[config.mk]
export PLATFORM = sky130hd
export DESIGN_NAME = rdb_resp_egress
export DESIGN_NICKNAME = d
export VERILOG_FILES = /design/src/rtl/vector_cache_pkg.sv /design/src/rtl/rdb_resp_fifo.sv /design/src/rtl/rdb_resp_egress.sv
export SDC_FILE = /design/constraint.sdc
export NUM_CORES = 2
export LEC_CHECK = 0
export ABC_AREA = 1
export CAP_MARGIN = 20
export CORE_ASPECT_RATIO = 1.5
export CORE_MARGIN = 2
export CORE_UTILIZATION = 40
export DETAILED_ROUTE_END_ITERATION = 7
export DONT_BUFFER_PORTS = 1
export PLACE_DENSITY = 0.65
export SLEW_MARGIN = 10
export SYNTH_ARGS = -nofsm -noshare
export SYNTH_HDL_FRONTEND = slang
export SYNTH_SLANG_ARGS = --single-unit
[constraint.sdc]
create_clock -name clk -period 5.76 [get_ports clk]
set_clock_uncertainty 0.15 [all_clocks]
set_input_delay 0.576 -clock clk [delete_from_list [all_inputs] [get_ports clk]]
set_output_delay 0.576 -clock clk [all_outputs]
set_load 0.05 [all_outputs]
[src/rtl/vector_cache_pkg.sv]
// Shared vector-cache types and widths for the RDB read response path.
package vector_cache_pkg;

  localparam int unsigned VC_RDB_DATA_WIDTH = 512;
  localparam int unsigned DB_ENTRY_IDX_WIDTH = 4;
  localparam int unsigned VC_TXNID_WIDTH = 8;
  localparam int unsigned VC_ROB_ID_WIDTH = 6;

  // Full response as buffered and returned to the upstream requester
  typedef struct packed {
    logic [VC_RDB_DATA_WIDTH-1:0]  data;
    logic [VC_TXNID_WIDTH-1:0]     txnid;
    logic [VC_ROB_ID_WIDTH-1:0]    rob_entry_id;
    logic [DB_ENTRY_IDX_WIDTH-1:0] db_entry_id;
  } rdb_resp_t;

  // Sideband carried alongside an SRAM read while the data is in flight
  typedef struct packed {
    logic [VC_TXNID_WIDTH-1:0]     txnid;
    logic [VC_ROB_ID_WIDTH-1:0]    rob_entry_id;
    logic [DB_ENTRY_IDX_WIDTH-1:0] db_entry_id;
  } rdb_side_t;

endpackage

[src/rtl/rdb_resp_fifo.sv]
// Power-of-two circular response FIFO with occupancy count; the caller
// guarantees no push when full and no pop when empty.
module rdb_resp_fifo
  import vector_cache_pkg::*;
#(
  parameter int unsigned DEPTH = 4
) (
  input  logic                         clk,
  input  logic                         rst_n,
  input  logic                         push_i,
  input  rdb_resp_t                    push_data_i,
  input  logic                         pop_i,
  output rdb_resp_t                    head_o,
  output logic [$clog2(DEPTH+1)-1:0]   count_o
);

  localparam int unsigned PTR_W = $clog2(DEPTH);
  localparam int unsigned CNT_W = $clog2(DEPTH+1);

  rdb_resp_t        mem_q [DEPTH];
  logic [PTR_W-1:0] wr_ptr_q, rd_ptr_q;
  logic [CNT_W-1:0] cnt_q, cnt_d;

  always_comb begin
    cnt_d = cnt_q;
    if (push_i && !pop_i) begin
      cnt_d = cnt_q + CNT_W'(1);
    end else if (!push_i && pop_i) begin
      cnt_d = cnt_q - CNT_W'(1);
    end
  end

  // Pointers wrap naturally because DEPTH is a power of two
  always_ff @(posedge clk) begin
    if (!rst_n) begin
      mem_q    <= '{default: '0};
      wr_ptr_q <= '0;
      rd_ptr_q <= '0;
      cnt_q    <= '0;
    end else begin
      if (push_i) begin
        mem_q[wr_ptr_q] <= push_data_i;
        wr_ptr_q        <= wr_ptr_q + PTR_W'(1);
      end
      if (pop_i) begin
        rd_ptr_q <= rd_ptr_q + PTR_W'(1);
      end
      cnt_q <= cnt_d;
    end
  end

  assign head_o  = mem_q[rd_ptr_q];
  assign count_o = cnt_q;

endmodule

[src/rtl/rdb_resp_egress.sv]
// RDB read response egress: aligns sideband with SRAM data, buffers and returns
// responses to US with credit back-pressure. Optional macro RDB_RESP_BYPASS_EN.
module rdb_resp_egress
  import vector_cache_pkg::*;
#(
  parameter int unsigned DATA_WIDTH   = VC_RDB_DATA_WIDTH,
  parameter int unsigned DB_ID_WIDTH  = DB_ENTRY_IDX_WIDTH,
  parameter int unsigned TXNID_WIDTH  = VC_TXNID_WIDTH,
  parameter int unsigned ROB_ID_WIDTH = VC_ROB_ID_WIDTH,
  parameter int unsigned RD_LAT       = 2,
  parameter int unsigned FIFO_DEPTH   = 4
) (
  input  logic                    clk,
  input  logic                    rst_n,
  input  logic                    rdb_mem_en,
  input  logic                    rdb_wr_en,
  input  logic [DB_ID_WIDTH-1:0]  rdb_db_entry_id,
  input  logic [TXNID_WIDTH-1:0]  rdb_txnid,
  input  logic [ROB_ID_WIDTH-1:0] rdb_rob_entry_id,
  output logic                    rdb_rdy,
  input  logic [DATA_WIDTH-1:0]   rdb_rd_data,
  output logic                    us_resp_vld,
  input  logic                    us_resp_rdy,
  output logic [DATA_WIDTH-1:0]   us_resp_data,
  output logic [TXNID_WIDTH-1:0]  us_resp_txnid,
  output logic                    to_us_done,
  output logic [ROB_ID_WIDTH-1:0] to_us_done_idx,
  output logic                    db_release_vld,
  output logic [DB_ID_WIDTH-1:0]  db_release_idx
);

  localparam int unsigned CNT_W = $clog2(FIFO_DEPTH+1);
  localparam int unsigned SUM_W = CNT_W + 1;

  logic             launch, pipe_out_vld, push, pop, handshake;
  logic [CNT_W-1:0] fifo_cnt, inflight_q, inflight_d;
  rdb_side_t        side_in;
  rdb_side_t        pipe_q [RD_LAT];
  logic [RD_LAT-1:0] pipe_vld_q;
  rdb_resp_t        pipe_resp, head, out_resp;

  assign launch = rdb_mem_en && !rdb_wr_en && rdb_rdy;

  always_comb begin
    side_in.txnid        = VC_TXNID_WIDTH'(rdb_txnid);
    side_in.rob_entry_id = VC_ROB_ID_WIDTH'(rdb_rob_entry_id);
    side_in.db_entry_id  = DB_ENTRY_IDX_WIDTH'(rdb_db_entry_id);
  end

  // Fixed-latency alignment pipe, never stalls
  always_ff @(posedge clk) begin
    if (!rst_n) begin
      pipe_vld_q <= '0;
      pipe_q     <= '{default: '0};
    end else begin
      pipe_vld_q[0] <= launch;
      pipe_q[0]     <= side_in;
      for (int unsigned i = 1; i < RD_LAT; i++) begin
        pipe_vld_q[i] <= pipe_vld_q[i-1];
        pipe_q[i]     <= pipe_q[i-1];
      end
    end
  end

  assign pipe_out_vld = pipe_vld_q[RD_LAT-1];

  always_comb begin
    pipe_resp.data         = VC_RDB_DATA_WIDTH'(rdb_rd_data);
    pipe_resp.txnid        = pipe_q[RD_LAT-1].txnid;
    pipe_resp.rob_entry_id = pipe_q[RD_LAT-1].rob_entry_id;
    pipe_resp.db_entry_id  = pipe_q[RD_LAT-1].db_entry_id;
  end

`ifdef RDB_RESP_BYPASS_EN
  // Empty FIFO: present the aligned read directly; push only if US stalls
  logic bypass;
  assign bypass      = pipe_out_vld && (fifo_cnt == '0);
  assign push        = pipe_out_vld && !(bypass && us_resp_rdy);
  assign out_resp    = bypass ? pipe_resp : head;
  assign us_resp_vld = bypass || (fifo_cnt != '0);
`else
  assign push        = pipe_out_vld;
  assign out_resp    = head;
  assign us_resp_vld = (fifo_cnt != '0);
`endif

  assign handshake = us_resp_vld && us_resp_rdy;
  assign pop       = handshake && (fifo_cnt != '0);

  rdb_resp_fifo #(
    .DEPTH (FIFO_DEPTH)
  ) u_fifo (
    .clk         (clk),
    .rst_n       (rst_n),
    .push_i      (push),
    .push_data_i (pipe_resp),
    .pop_i       (pop),
    .head_o      (head),
    .count_o     (fifo_cnt)
  );

  always_comb begin
    inflight_d = inflight_q;
    if (launch && !pipe_out_vld) begin
      inflight_d = inflight_q + CNT_W'(1);
    end else if (!launch && pipe_out_vld) begin
      inflight_d = inflight_q - CNT_W'(1);
    end
  end

  // Release pulses follow the US handshake by one cycle
  always_ff @(posedge clk) begin
    if (!rst_n) begin
      inflight_q     <= '0;
      to_us_done     <= 1'b0;
      to_us_done_idx <= '0;
      db_release_vld <= 1'b0;
      db_release_idx <= '0;
    end else begin
      inflight_q     <= inflight_d;
      to_us_done     <= handshake;
      db_release_vld <= handshake;
      to_us_done_idx <= handshake ? ROB_ID_WIDTH'(out_resp.rob_entry_id) : '0;
      db_release_idx <= handshake ? DB_ID_WIDTH'(out_resp.db_entry_id) : '0;
    end
  end

  // Reserving FIFO space at launch means a push never finds the FIFO full
  assign rdb_rdy = (SUM_W'(inflight_q) + SUM_W'(fifo_cnt)) < SUM_W'(FIFO_DEPTH);

  assign us_resp_data  = DATA_WIDTH'(out_resp.data);
  assign us_resp_txnid = TXNID_WIDTH'(out_resp.txnid);

endmodule
==> run_summary.xml <==
<?xml version="1.0" encoding="UTF-8"?>
<metrics>
  <group name="routing">
    <metric name="vias" unit="">84700</metric>
    <metric name="drc_errors" unit="">0</metric>
    <metric name="vias_per_cell" unit="">5.34</metric>
    <metric name="routed_wire_length_per_instance" unit="um">19.6</metric>
    <metric name="first_iter_violations" unit="">7207</metric>
    <metric name="drtPass1Iterations" unit="">6</metric>
    <metric name="drtAntennaViolNets" unit="">0</metric>
    <metric name="drt_wl_total" unit="mm">311</metric>
  </group>
  <group name="critical_path">
    <metric name="timing.critical_path.arrival" unit="ns">3.72</metric>
    <metric name="regToRegSetupSlack" unit="ns">2.12</metric>
    <metric name="crit_chain" unit="">inv_16 -&gt; buf_4 -&gt; o21ai_0 -&gt; o22ai_1</metric>
    <metric name="critical_path.top_delay_family" unit="">buffers and inverters</metric>
    <metric name="critical_path.reg2reg.startpoint" unit="">pipe_vld_q[1]$_SDFF_PN0_</metric>
    <metric name="worst-path-max-fanout" unit="">117</metric>
    <metric name="cp_slowest_cell" unit="">sky130_fd_sc_hd__o22ai_1</metric>
    <metric name="crit_start_category" unit="">flip-flop</metric>
    <metric name="critical_path_depth" unit="">4</metric>
    <metric name="path_buf_inv" unit="">2</metric>
    <metric name="crit-reg2reg-capture" unit="">u_fifo.mem_q[312]$_SDFFE_PN0P_</metric>
    <metric name="worst_setup_path_end_kind" unit="">primary output</metric>
    <metric name="critPathRequiredTime" unit="ns">5.03</metric>
    <metric name="worst_r2r_path_depth" unit="">5</metric>
    <metric name="worst_path_largest_cell_delay" unit="ns">0.97</metric>
    <metric name="critPathKind" unit="">flip-flop to primary output</metric>
  </group>
  <group name="finish">
    <metric name="finalInstanceArea" unit="um^2">104000</metric>
    <metric name="fill_cells" unit="">23400</metric>
    <metric name="synthToLayoutAreaGrowth" unit="%">13.1</metric>
    <metric name="drive_gt1_share" unit="%">6.01</metric>
    <metric name="final_net_count" unit="">13100</metric>
  </group>
  <group name="cts">
    <metric name="ctsResizeCount" unit="">0</metric>
    <metric name="cts_inserted_buffers" unit="">211</metric>
    <metric name="post_cts_hold_buffer_count" unit="">592</metric>
    <metric name="path_clk_slew" unit="ns">0.07</metric>
    <metric name="cts_tree" unit="">yes</metric>
    <metric name="clock_sink_count" unit="">2179</metric>
    <metric name="post_cts_buffers" unit="">0</metric>
    <metric name="h-tree-depth" unit="">4</metric>
    <metric name="clock_tree.root_cell" unit="">sky130_fd_sc_hd__clkbuf_16</metric>
    <metric name="worst_skew_pair.late_latency" unit="ns">0.90</metric>
    <metric name="cts_buffer_depth" unit="">4</metric>
  </group>
  <group name="pwr">
    <metric name="finalPower" unit="mW">49.4</metric>
    <metric name="power_per_cell_area" unit="nW/um^2">473</metric>
    <metric name="ir_worst_vdd" unit="mV">0.325</metric>
    <metric name="leakagePower" unit="nW">38.3</metric>
    <metric name="switchingPower" unit="mW">21.5</metric>
    <metric name="sw_frac_of_total" unit="%">43.4</metric>
    <metric name="sequentialPowerShare" unit="%">32.1</metric>
    <metric name="comb_power_share" unit="%">39.5</metric>
    <metric name="power.clock.fraction" unit="%">28.4</metric>
    <metric name="power_report.internal_total" unit="mW">28.0</metric>
  </group>
  <group name="sta">
    <metric name="report.final.hold_viol_count" unit="">0</metric>
    <metric name="post-route-period-util" unit="%">77.1</metric>
    <metric name="maxClockFrequency" unit="MHz">225</metric>
    <metric name="slew-limit-headroom" unit="%">-6.60</metric>
    <metric name="period_needed" unit="ns">4.44</metric>
    <metric name="tightest_slew" unit="ns">1.60</metric>
    <metric name="grt_setup_unrepaired" unit="">no</metric>
    <metric name="report.final.setup_viol" unit="">0</metric>
    <metric name="timing_max_transition_violations_final" unit="">212</metric>
    <metric name="setup-tns-final" unit="ns">0</metric>
  </group>
  <group name="outcome">
    <metric name="run_status" unit="">finished with violations</metric>
    <metric name="failed_checks" unit="">max-slew violations</metric>
  </group>
  <group name="floorplan">
    <metric name="die_w" unit="um">396</metric>
    <metric name="std_cell_rows" unit="">216</metric>
    <metric name="die_h" unit="um">592</metric>
    <metric name="core_area" unit="um^2">230000</metric>
    <metric name="dieArea" unit="um^2">235000</metric>
    <metric name="boundaryPins" unit="">1069</metric>
    <metric name="start_util" unit="%">40.1</metric>
  </group>
  <group name="logic_synthesis">
    <metric name="ys_types" unit="">23</metric>
    <metric name="synth_enable_flop_cells" unit="">0</metric>
    <metric name="average_footprint_of_a_synthesized_cell" unit="um^2">7.14</metric>
    <metric name="synth-async-reset-ratio" unit="%">0</metric>
    <metric name="synth_seq_area_share" unit="%">47.2</metric>
    <metric name="synth_largest_area_cell" unit="">sky130_fd_sc_hd__dfxtp_1</metric>
    <metric name="synth_top_cells_by_count" unit="">5,299 x sky130_fd_sc_hd__nor2_1, 3,172 x sky130_fd_sc_hd__o21ai_0, 2,179 x sky130_fd_sc_hd__dfxtp_1</metric>
    <metric name="synth_top_cell_area_share" unit="%">47.2</metric>
    <metric name="syn_inst" unit="">12900</metric>
    <metric name="synth.area.top_cells" unit="">sky130_fd_sc_hd__dfxtp_1 47%, sky130_fd_sc_hd__nor2_1 22%, sky130_fd_sc_hd__o21ai_0 17%, sky130_fd_sc_hd__buf_4 5.0%, sky130_fd_sc_hd__o22ai_1 3.5%</metric>
    <metric name="number_of_warnings_issued_by_yosys" unit="">0</metric>
    <metric name="postSynthRegisterBits" unit="">2179</metric>
    <metric name="synth.net_count" unit="">13500</metric>
    <metric name="synthFlopType" unit="">sky130_fd_sc_hd__dfxtp_1</metric>
    <metric name="synth.cell_area" unit="um^2">92300</metric>
    <metric name="yosysMostFrequentCell" unit="">sky130_fd_sc_hd__nor2_1</metric>
  </group>
  <group name="placement">
    <metric name="globalplace.congestion" unit="">0.870</metric>
    <metric name="place_area" unit="um^2">91000</metric>
    <metric name="port_buffers" unit="">0</metric>
    <metric name="dpl.hpwl" unit="mm">173</metric>
  </group>
  <group name="min_path">
    <metric name="hold_depth" unit="">3</metric>
    <metric name="hold_end" unit="">u_fifo.mem_q[436]$_SDFFE_PN0P_</metric>
    <metric name="holdCritPathClass" unit="">input pin to flip-flop</metric>
    <metric name="hp-start" unit="">rst_n</metric>
  </group>
  <group name="run">
    <metric name="count_of_maximum_capacitance_violations" unit="">0</metric>
  </group>
  <group name="grt">
    <metric name="antenna_found_initial" unit="">111</metric>
    <metric name="first_global_vias" unit="">77700</metric>
    <metric name="grt_overflow_total" unit="">0</metric>
    <metric name="wire_length_of_the_first_global_routing_pass" unit="mm">468</metric>
    <metric name="grt_start_max_net_pins" unit="">1694</metric>
    <metric name="grt_use_total" unit="%">24.8</metric>
  </group>
</metrics>
==> metrics by stage <==
stage	setup slack (ns)	std cells	utilization, %	hold WS [ns]
final	1.32	15900	45.4	0.0687
after global routing	1.06	15800	45.3	0.0536
after CTS	1.24	15800	45.1	0.00704
after detailed placement	2.15	14800	39.5	0.245
after global placement	2.18	14800	39.5	0.245
after floorplan	3.61	12900	-	0.240
==> area by class of cell <==
type / instances / area (um^2) / share of cell area [%]
timing repair buffer: 997 / 9720 / 9.31
tap: 3052 / 3820 / 3.66
clock buffer: 312 / 6240 / 5.97
inverter: 70 / 317 / 0.303
sequential: 2179 / 43600 / 41.8
clock inverter: 56 / 673 / 0.644
antenna: 84 / 210 / 0.201
multi-input combinational: 9111 / 39900 / 38.2
==> power by group through the flow <==
stage | logic [mW] | registers [mW] | clock network, mW
2_1_floorplan | 16.8 | 16.0 | 0
3_3_place_gp | 18.4 | 16.2 | 0
3_5_place_dp | 18.5 | 16.2 | 0
4_1_cts | 19.1 | 15.9 | 14.3
5_1_grt | 20.6 | 15.9 | 14.9
6_report | 19.5 | 15.9 | 14.1
==> worst min-delay path, cell delays in order <==
cell and delay [ns]:
sky130_fd_sc_hd__buf_16 0.23, sky130_fd_sc_hd__o21ai_0 0.13, sky130_fd_sc_hd__nor2_1 0.04
==> cells by family (layout without fill, tap and decap cells) <==
logic type | after synthesis | count (layout) | share of synthesized area [%]
other | 0 | 84 | 0
and+or+nand+nor | 5372 | 5372 | 21.9
adders and majority gates | 10 | 10 | 0.152
DFF | 2179 | 2179 | 47.2
AOI/OAI and AO/OA | 3728 | 3728 | 20.9
buffers and inverters | 1650 | 1435 | 9.80
xor gates and xnor gates | 1 | 1 | 0.00949
==> placed cells by master (no fill, tap or decap), types with 43 or more instances in the layout <==
cell type,n
sky130_fd_sc_hd__dfxtp_1,2177
sky130_fd_sc_hd__nor2_1,5299
sky130_fd_sc_hd__clkbuf_16,211
sky130_fd_sc_hd__o22ai_1,498
sky130_fd_sc_hd__clkbuf_8,59
sky130_fd_sc_hd__diode_2,84
sky130_fd_sc_hd__buf_4,350
sky130_fd_sc_hd__nand2_1,61
sky130_fd_sc_hd__dlygate4sd3_1,591
sky130_fd_sc_hd__inv_1,64
sky130_fd_sc_hd__o21ai_0,3172
sky130_fd_sc_hd__clkbuf_1,43
==> metal layers <==
metal / vias to the layer above / track usage, % / routed length, um
met1: 40000 / 30.2 / 126000
met4: 46 / 10.8 / 13400
met2: 2876 / 40.7 / 143000
li1: 41200 / - / -
met5: - / 0 / 298
met3: 655 / 7.34 / 28300
==> worst max path at each step <==
stage / start / endpoint / slack (ns)
finish: u_fifo.rd_ptr_q[0]$_SDFFE_PN0P_ / us_resp_data[109] / 1.32
global route: u_fifo.rd_ptr_q[0]$_SDFFE_PN0P_ / us_resp_data[354] / 1.06
floorplan: u_fifo.count_o[0]$_SDFFE_PN0P_ / u_fifo.count_o[1]$_SDFFE_PN0P_ / 3.61
detailed placement: u_fifo.rd_ptr_q[0]$_SDFFE_PN0P_ / us_resp_data[17] / 2.15
global placement: u_fifo.rd_ptr_q[1]$_SDFFE_PN0P_ / us_resp_data[204] / 2.18
CTS: u_fifo.rd_ptr_q[0]$_SDFFE_PN0P_ / us_resp_data[17] / 1.24
==> state kept, by name, indices dropped and copies added, names as in the netlist <==
name	cells
pipe_q	36
db_release_vld	1
db_release_idx	4
u_fifo.rd_ptr_q	2
u_fifo.mem_q	2120
to_us_done_idx	6
u_fifo.wr_ptr_q	2
pipe_vld_q	2
inflight_q	3
u_fifo.count_o	3
(Power assumes the default switching activity.)
